`src/rtl/arb_mux_n_if.sv`:
```
// Handshake bundle for arb_mux_n: per-channel inputs, registered output and
// the optional transfer counter (present only when ARB_MUX_STATS_EN is defined).
interface arb_mux_n_if #(
  parameter int WIDTH    = 16,
  parameter int CHANNELS = 4,
  parameter int SELW     = 2
);
  logic                      mode;
  logic [SELW-1:0]           select;
  logic [CHANNELS-1:0]       in_valid;
  logic [CHANNELS*WIDTH-1:0] in_data;
  logic [CHANNELS-1:0]       in_ready;
  logic                      q_valid;
  logic                      q_ready;
  logic [WIDTH-1:0]          q;
  logic [SELW-1:0]           q_chan;
`ifdef ARB_MUX_STATS_EN
  logic [15:0]               xfer_count;

  modport slave (
    input  mode, select, in_valid, in_data, q_ready,
    output in_ready, q_valid, q, q_chan, xfer_count
  );

  modport master (
    output mode, select, in_valid, in_data, q_ready,
    input  in_ready, q_valid, q, q_chan, xfer_count
  );
`else
  modport slave (
    input  mode, select, in_valid, in_data, q_ready,
    output in_ready, q_valid, q, q_chan
  );

  modport master (
    output mode, select, in_valid, in_data, q_ready,
    input  in_ready, q_valid, q, q_chan
  );
`endif
endinterface

```
`src/rtl/arb_mux_n.sv`:
```
// N-channel mux/arbiter with one registered output stage: fixed select or
// round-robin grant. Define ARB_MUX_STATS_EN to add the saturating xfer_count.
module arb_mux_n #(
  parameter int WIDTH    = 16,
  parameter int CHANNELS = 4,
  parameter int SELW     = 2
) (
  input  logic       clk,
  input  logic       rst_n,
  arb_mux_n_if.slave bus
);

  logic                r_q_valid;
  logic [WIDTH-1:0]    r_q;
  logic [SELW-1:0]     r_q_chan;
  logic [SELW-1:0]     r_ptr;

  logic                w_load;
  logic                w_grant_valid;
  logic [SELW-1:0]     w_grant_idx;
  logic                w_rr_found;
  logic [SELW-1:0]     w_rr_idx;
  logic [SELW:0]       w_scan;
  logic                w_sel_in_range;
  logic                w_xfer;
  logic [SELW-1:0]     w_next_ptr;
  logic [WIDTH-1:0]    w_sel_data;
  logic [CHANNELS-1:0] w_ready;

  assign w_load         = ~r_q_valid | bus.q_ready;
  assign w_sel_in_range = ({1'b0, bus.select} < (SELW+1)'(CHANNELS));

  // Rotating-priority scan starting at r_ptr; the wrap is done by subtraction
  // so CHANNELS need not be a power of two.
  // NOTE: every always_comb output gets a default first so no path can infer a latch.
  always_comb begin
    w_rr_found = 1'b0;
    w_rr_idx   = '0;
    w_scan     = '0;
    for (int i = 0; i < CHANNELS; i++) begin
      w_scan = {1'b0, r_ptr} + (SELW+1)'(i);
      if (w_scan >= (SELW+1)'(CHANNELS))
        w_scan = w_scan - (SELW+1)'(CHANNELS);
      if (!w_rr_found && bus.in_valid[w_scan[SELW-1:0]]) begin
        w_rr_found = 1'b1;
        w_rr_idx   = w_scan[SELW-1:0];
      end
    end
  end

  always_comb begin
    w_grant_valid = 1'b0;
    w_grant_idx   = '0;
    if (bus.mode) begin
      w_grant_valid = w_rr_found;
      w_grant_idx   = w_rr_idx;
    end else if (w_sel_in_range) begin
      w_grant_valid = 1'b1;
      w_grant_idx   = bus.select;
    end
  end

  // Gating with rst_n keeps in_ready low for the whole reset window, not just after the next edge.
  always_comb begin
    w_ready = '0;
    if (rst_n && w_load && w_grant_valid)
      w_ready[w_grant_idx] = 1'b1;
  end

  assign w_xfer     = rst_n & w_load & w_grant_valid & bus.in_valid[w_grant_idx];
  assign w_sel_data = bus.in_data[w_grant_idx*WIDTH +: WIDTH];
  assign w_next_ptr = (w_grant_idx == SELW'(CHANNELS-1)) ? '0 : w_grant_idx + 1'b1;

  // NOTE: sequential state uses non-blocking assignments so every flop samples pre-edge values.
  always_ff @(posedge clk or negedge rst_n) begin
    if (!rst_n) begin
      r_q_valid <= 1'b0;
      r_q       <= '0;
      r_q_chan  <= '0;
    end else if (w_load) begin
      if (w_xfer) begin
        r_q_valid <= 1'b1;
        r_q       <= w_sel_data;
        r_q_chan  <= w_grant_idx;
      end else begin
        r_q_valid <= 1'b0;
      end
    end
  end

  always_ff @(posedge clk or negedge rst_n) begin
    if (!rst_n)
      r_ptr <= '0;
    else if (w_xfer && bus.mode)
      r_ptr <= w_next_ptr;
  end

`ifdef ARB_MUX_STATS_EN
  logic [15:0] r_xfer_count;

  always_ff @(posedge clk or negedge rst_n) begin
    if (!rst_n)
      r_xfer_count <= '0;
    else if (r_q_valid && bus.q_ready && (r_xfer_count != 16'hFFFF))
      r_xfer_count <= r_xfer_count + 16'd1;
  end

  assign bus.xfer_count = r_xfer_count;
`endif

  assign bus.in_ready = w_ready;
  assign bus.q_valid  = r_q_valid;
  assign bus.q        = r_q;
  assign bus.q_chan   = r_q_chan;

endmodule

```
`src/flat_wrapper.sv`:
```
// flat-port wrapper written by rule: the top's interface ports become plain ports
module arb_mux_n_flat 
#(
  parameter int WIDTH    = 16,
  parameter int CHANNELS = 4,
  parameter int SELW     = 2
)
  (clk, rst_n, bus_mode, bus_select, bus_in_valid, bus_in_data, bus_q_ready, bus_in_ready, bus_q_valid, bus_q, bus_q_chan);
  arb_mux_n_if #(.WIDTH(WIDTH), .CHANNELS(CHANNELS), .SELW(SELW)) bus_i ();
  input  logic clk;
  input  logic rst_n;
  input wire logic [$bits(bus_i.mode)-1:0] bus_mode;
  input wire logic [$bits(bus_i.select)-1:0] bus_select;
  input wire logic [$bits(bus_i.in_valid)-1:0] bus_in_valid;
  input wire logic [$bits(bus_i.in_data)-1:0] bus_in_data;
  input wire logic [$bits(bus_i.q_ready)-1:0] bus_q_ready;
  output wire logic [$bits(bus_i.in_ready)-1:0] bus_in_ready;
  output wire logic [$bits(bus_i.q_valid)-1:0] bus_q_valid;
  output wire logic [$bits(bus_i.q)-1:0] bus_q;
  output wire logic [$bits(bus_i.q_chan)-1:0] bus_q_chan;
  assign bus_i.mode = bus_mode;
  assign bus_i.select = bus_select;
  assign bus_i.in_valid = bus_in_valid;
  assign bus_i.in_data = bus_in_data;
  assign bus_i.q_ready = bus_q_ready;
  assign bus_in_ready = bus_i.in_ready;
  assign bus_q_valid = bus_i.q_valid;
  assign bus_q = bus_i.q;
  assign bus_q_chan = bus_i.q_chan;
  arb_mux_n #(.WIDTH(WIDTH), .CHANNELS(CHANNELS), .SELW(SELW)) u_core (.clk(clk), .rst_n(rst_n), .bus(bus_i));
endmodule
```
`config.mk`:
```
export PLATFORM = sky130hd
export DESIGN_NAME = arb_mux_n_flat
export DESIGN_NICKNAME = d
export VERILOG_FILES = /design/src/rtl/arb_mux_n_if.sv /design/src/rtl/arb_mux_n.sv /design/src/flat_wrapper.sv
export SDC_FILE = /design/constraint.sdc
export NUM_CORES = 1
export LEC_CHECK = 0
export CAP_MARGIN = 20
export CORE_UTILIZATION = 33
export CTS_BUF_LIST = sky130_fd_sc_hd__clkbuf_8
export DETAILED_ROUTE_END_ITERATION = 8
export PLACE_DENSITY = 0.72
export SKIP_LAST_GASP = 1
export SLEW_MARGIN = 20
export SYNTH_ARGS = -nofsm -noshare
export SYNTH_HDL_FRONTEND = slang
export SYNTH_SLANG_ARGS = --single-unit
export TNS_END_PERCENT = 1
```
`constraint.sdc`:
```
create_clock -name clk -period 2.4 [get_ports clk]
set_input_delay 0.36 -clock clk [delete_from_list [all_inputs] [get_ports clk]]
set_output_delay 0.36 -clock clk [all_outputs]
set_load 0.05 [all_outputs]
```
==> results.ini, run 1 <==
[sta]
worst_slack_ps=-112
rsz0062_at_grt=true
max_freq_mhz=398
period_needed_ps=2510
max_slew_margin_pct=65.3
final_hold_viol_count=0
post-route-period-util_pct=105
fin_setup_tns_ps=-1560
maxSlewViolCount=0
setup_viol=21
skew_ps=2.57
tightestPinTransition_ps=520

[clock_tree]
cts_sinks=21
cts_buffers=3
cts-root-buf=clkbuf_8
h-tree-depth=1
cts_tree=done
clock_latency_ps=250
postCtsHoldBufs=0
cts_buffer_depth=2
path_clk_slew_ps=80

[pwr]
sw_frac_of_total_pct=45.9
p_seq_share_pct=21.4
clock_power_share_pct=7.8
p_sw_uw=1360
p_comb_share_pct=70.8
p_int_uw=1610
leakage_uw=0.00140
vdd_drop_max_mv=0.606
power_density_mw_per_mm2=954

[floorplanning]
pin_count=97
initial_utilization_pct=35.0
chipWidth_um=73.5
core-area_mm2=0.00482
core.rowCount=25
die_h_um=73.5
design.die.area_mm2=0.00540

[detailed_routing]
routed_wl_um=4650
routed_via_density=4.77
drt_drc_violations_left=0
drt_iter0_drc=28
ant_nets=0
vias=1637
wire_per_inst_um=13.6
drt-pass1-iter-count=4

[setup_path]
critPathLaunchType=flop
regToRegStartpoint=u_core.r_ptr[1]
cp-startpoint=u_core.r_ptr[0]
worstRegToRegCells=9
worstPathMaxFanout=6
r2r_end=u_core.bus.q[11]
worstSetupPathType=reg2out
crit_arrival_ps=2150
reg2reg_slack_ps=-80
cp-endpoint=bus_in_ready[0]
cp.required_ps=2040
endpoint_kind=output port

[grt]
first_global_vias=1657
grt_pass1_wl_um=7430
grt_start_max_net_pins=22
grt_use_total_pct=17.8
antenna_found_initial=0
grt_overflow=0

[run]
drv_cap=0

[layout]
final_cell_mix=88 x clkdlybuf4s50_1, 49 x mux2i_1, 28 x buf_4
nets=353
layout-drive-gt1-share_pct=21.4
fin_util_pct=64.8
fin_cells=343
n_antenna_cell=0
final_common_cell=clkdlybuf4s50_1
layout-area-overhead-vs-synth_pct=84.9
postLayoutCellArea_mm2=0.00312

[placed_design]
portBuffers=96
globalplace.congestion=0.830
place_inst=330
dp_slack_ps=-552
dpl_cell_area_mm2=0.00296
dp_hpwl_um=3620

[logic_synthesis]
syn_inst=153
synth_seq_cells=21
synth_warnings=0
seq_area_frac_synth_pct=31.2
synth_top_area_cell=dfrtp_1
syn_nets=229
yosys.area.top_type_share_pct=31.2
syn_area_per_cell_um2=11.0
netlist_top_cells_area=dfrtp_1 31%, mux2i_1 29%, mux2_1 13%, a211oi_2 2.2%, buf_4 1.8%
ys_types=34
mappedNetlistArea_mm2=0.00169

[status]
violations=negative setup slack
status=finished, violations left

[min_path]
min_path_type=reg2reg

worst max-delay path, stage by stage (launching register included):
cell       delay (ps)
dfrtp_2           420
or4bb_1           510
o2bb2ai_2         200
o211a_4           220
nor2_4             60
buf_6             120
nor3_4            190
buf_6             180
power groups by stage:
stage	clock [µW]	combinational [µW]	sequential [µW]
global route	256	2230	664
CTS	234	2090	637
global placement	0	2000	638
floorplan	0	714	1190
detailed placement	0	2010	642
finish	231	2110	638
layout make-up:
class                      count  area [µm²]
inverter                       3        11.3
timing repair buffer         131        1320
fill                         423        1700
tap                           67        83.8
sequential                    21         527
multi-input combinational    117        1130
clock buffer                   3        41.3
clock inverter                 1        5.00
kinds of logic after synthesis:
kind of cell / Yosys count / share of synthesized area [%]
multiplexers: 69 / 43.1
buffers and inverters: 15 / 5.19
AND/OR/NAND/NOR: 29 / 10.7
AO/OA/AOI/OAI: 17 / 8.38
flip-flops: 21 / 31.2
adder cells (fa/ha/maj): 2 / 1.48
Yosys cell counts:
cell       count
o211a_2        1
nand2_1        3
or4bb_1        1
nand2b_1       3
nor2b_1        2
o211ai_1       1
a41o_1         2
buf_4          4
ha_1           2
a41oi_1        1
nand4bb_1      2
or2_1          1
clkbuf_1       3
buf_2          4
dfrtp_1       21
a21o_1         1
nand3_2        1
or3b_1         3
o221ai_1       1
o21ai_0        1
inv_1          3
buf_8          1
nand3b_1       1
mux2_1        19
nor3_1         3
nor2_1         6
o2bb2ai_1      1
o21bai_1       1
mux4_2         1
nand3_1        2
mux2i_1       49
o21ai_1        4
a211oi_2       3
nor2_2         1
routing by layer:
| metal | vias up | track usage, % | part of all wire, % |
|---|---|---|---|
| li1 | 821 | - | - |
| met1 | 771 | 21.6 | 42 |
| met2 | 41 | 31.7 | 52 |
| met3 | 4 | 4.25 | 5.7 |
| met4 | 0 | 3.85 | 0.92 |
| met5 | - | 0 | 0 |
worst min-delay path by stage:
| stage | start | endpoint | depth (start not counted) |
|---|---|---|---|
| 2_1_floorplan | rst_n | u_core.bus.q[0] | 0 |
| 3_3_place_gp | u_core.bus.q[1] | u_core.bus.q[1] | 1 |
| 3_5_place_dp | u_core.bus.q[11] | u_core.bus.q[11] | 1 |
| 4_1_cts | u_core.bus.q[11] | u_core.bus.q[11] | 1 |
| 5_1_grt | u_core.bus.q[5] | u_core.bus.q[5] | 1 |
| 6_report | u_core.bus.q[9] | u_core.bus.q[9] | 1 |
flip-flops by register name, summed over array words and instances (netlist names):
register,cells
u_core.bus.q_valid,1
u_core.r_ptr,2
u_core.bus.q_chan,2
u_core.bus.q,16
timing repair:
item | CTS | global route
setup buffers | 6 | 2
cloned | 0 | 1
endpoints found under the setup margin | 24 | 23
endpoints found under the hold margin | 0 | 0
resized for setup | 12 | 2
pin swaps | 7 | 9
metrics by stage:
step	hold WS (ps)	total power [µW]
after floorplan	64.4	1910
after global placement	467	2640
after detailed placement	474	2660
after CTS	491	2960
after global routing	509	3150
final	486	2970
Power figures use the tool's default switching activity.
==> run 2, diff against run 1 <==
- SLEW_MARGIN: 20 -> default
- TNS_END_PERCENT: 1 -> 50
==> results.ini, run 2 (same netlist as run 1, synthesis figures left out) <==
[floorplanning]
core.rowCount=25  ; unchanged
chipWidth_um=73.5  ; unchanged
pin_count=97  ; unchanged
initial_utilization_pct=35.0  ; unchanged
die_h_um=73.5  ; unchanged
core-area_mm2=0.00482  ; unchanged
design.die.area_mm2=0.00540  ; unchanged

[setup_path]
reg2reg_slack_ps=-110  ; -30 ps
cp-startpoint=u_core.r_ptr[1]
r2r_end=u_core.bus.q[4]
worstPathMaxFanout=6  ; unchanged
cp.required_ps=2040  ; about the same
critPathLaunchType=flop
regToRegStartpoint=u_core.r_ptr[1]
crit_arrival_ps=2200  ; +50 ps
worstSetupPathType=reg2out
worstRegToRegCells=9  ; unchanged
endpoint_kind=output port

[detailed_routing]
vias=1711  ; +4.5%
ant_nets=0  ; unchanged
wire_per_inst_um=14.1  ; +3.9%
drt-pass1-iter-count=4  ; unchanged
drt_iter0_drc=48  ; +71%
routed_via_density=4.95  ; +3.6%
routed_wl_um=4880  ; +4.8%
drt_drc_violations_left=0  ; unchanged

[min_path]
min_from=u_core.bus.q[14]
min_path_type=reg2reg
holdPathEnd=u_core.bus.q[14]
hold_depth=1  ; unchanged

[clock_tree]
cts_buffers=3  ; unchanged
cts-root-buf=clkbuf_8
clock_latency_ps=250  ; about the same
cts_sinks=21  ; unchanged
h-tree-depth=1  ; unchanged
cts_buffer_depth=2  ; unchanged
postCtsHoldBufs=0  ; unchanged
path_clk_slew_ps=80  ; about the same
cts_tree=done

[grt]
grt_pass1_wl_um=7970  ; +7.2%
antenna_found_initial=0  ; unchanged
grt_start_max_net_pins=22  ; unchanged
grt_overflow=0  ; unchanged
first_global_vias=1748  ; +5.5%
grt_use_total_pct=18.9  ; +1.1 points

[layout]
fill_cells=408  ; -3.5%
n_antenna_cell=0  ; unchanged
nets=356  ; +0.85%
final_common_cell=clkdlybuf4s50_1
layout-drive-gt1-share_pct=25.8  ; +4.4 points
layout-area-overhead-vs-synth_pct=89.1
final_cell_mix=88 x clkdlybuf4s50_1, 49 x mux2i_1, 26 x buf_4
fin_cells=346  ; +0.87%
largest_register_ffs=16  ; unchanged

[status]
status=finished, violations left
violations=negative setup slack

[placed_design]
dp_slack_ps=-537  ; +14.8 ps
place_inst=329  ; -0.30%
globalplace.congestion=0.808  ; -2.6%
dp_hpwl_um=3630  ; +0.16%
portBuffers=96  ; unchanged

[pwr]
p_total_uw=3100  ; +4.1%
leakage_uw=0.00144  ; +2.9%
vdd_drop_max_mv=0.525  ; -13%
power_density_mw_per_mm2=970  ; +1.8%

[sta]
skew_ps=3.65  ; +1.09 ps
rsz0062_at_grt=true
period_needed_ps=2560  ; +49.2 ps
max_slew_margin_pct=65.0  ; -0.29 points
tightestPinTransition_ps=524  ; +4.31 ps
max_freq_mhz=390  ; -1.9%
post-route-period-util_pct=107  ; +2.1 points
maxSlewViolCount=0  ; unchanged
final_hold_viol_count=0  ; unchanged
fin_setup_tns_ps=-2240  ; -676 ps
worst_slack_ps=-162  ; -49.2 ps
setup_viol=23  ; +9.5%

[run]
drv_cap=0  ; unchanged

run 2: changes by cell type in the layout (fill, tap and decap cells not counted), sizes merged:
cell    previous run  this run
buf               38        42
inv                3         4
clkbuf             4         3
clkinv             1         0
run 2: worst max path at each step:
stage,end,depth (start not counted)
2_1_floorplan,u_core.bus.q[0],10
3_3_place_gp,u_core.bus.q[7],10
3_5_place_dp,u_core.bus.q[1],10
4_1_cts,bus_in_ready[0],7
5_1_grt,bus_in_ready[2],9
6_report,bus_in_ready[3],9
run 2: worst max-delay path, stage by stage, from the launching register on:
cell     delay (ps)
dfrtp_2         460
buf_6           140
buf_4           130
or3b_1          380
a41o_1          260
buf_6           150
ha_2            170
inv_2            70
nor2_4           50
buf_12          140
run 2: timing repair:
action	in CTS	in global routing
cloned	1	0
setup endpoints to repair	24	23
setup buffers	10	2
gates resized for setup	30	4
pin swaps	16	4
run 2: layout make-up:
type                    count  area, µm²  area share (%)
repair buffers            134       1340            42.0
clock buffers               3       41.3            1.29
inverters                   3       11.3           0.353
multi-input cells         117       1180            37.1
well taps                  67       83.8            2.63
flip-flops and latches     21        527            16.5
clock inverters             1       3.75           0.118
run 2: stage by stage:
| step | area, µm² | hold slack (ps) | utilization [%] |
|---|---|---|---|
| 2_1_floorplan | 1780 | 64.4 | - |
| 3_3_place_gp | 2940 | 467 | 61.0 |
| 3_5_place_dp | 2940 | 475 | 61.0 |
| 4_1_cts | 3150 | 494 | 65.3 |
| 5_1_grt | 3190 | 513 | 66.2 |
| 6_report | 3190 | 490 | 66.2 |
run 2: where the power goes:
part           internal [µW]  switching (µW)
combinational           1050            1180
clock                    114             111
sequential               535             112
run 2: metal layers:
| metal | vias up | GRT usage, % | wire [µm] |
|---|---|---|---|
| met5 | - | 0 | 0 |
| met4 | 0 | 4.70 | 126 |
| met3 | 18 | 3.84 | 330 |
| met2 | 69 | 34.3 | 2470 |
| met1 | 803 | 22.6 | 1950 |
| li1 | 821 | - | - |
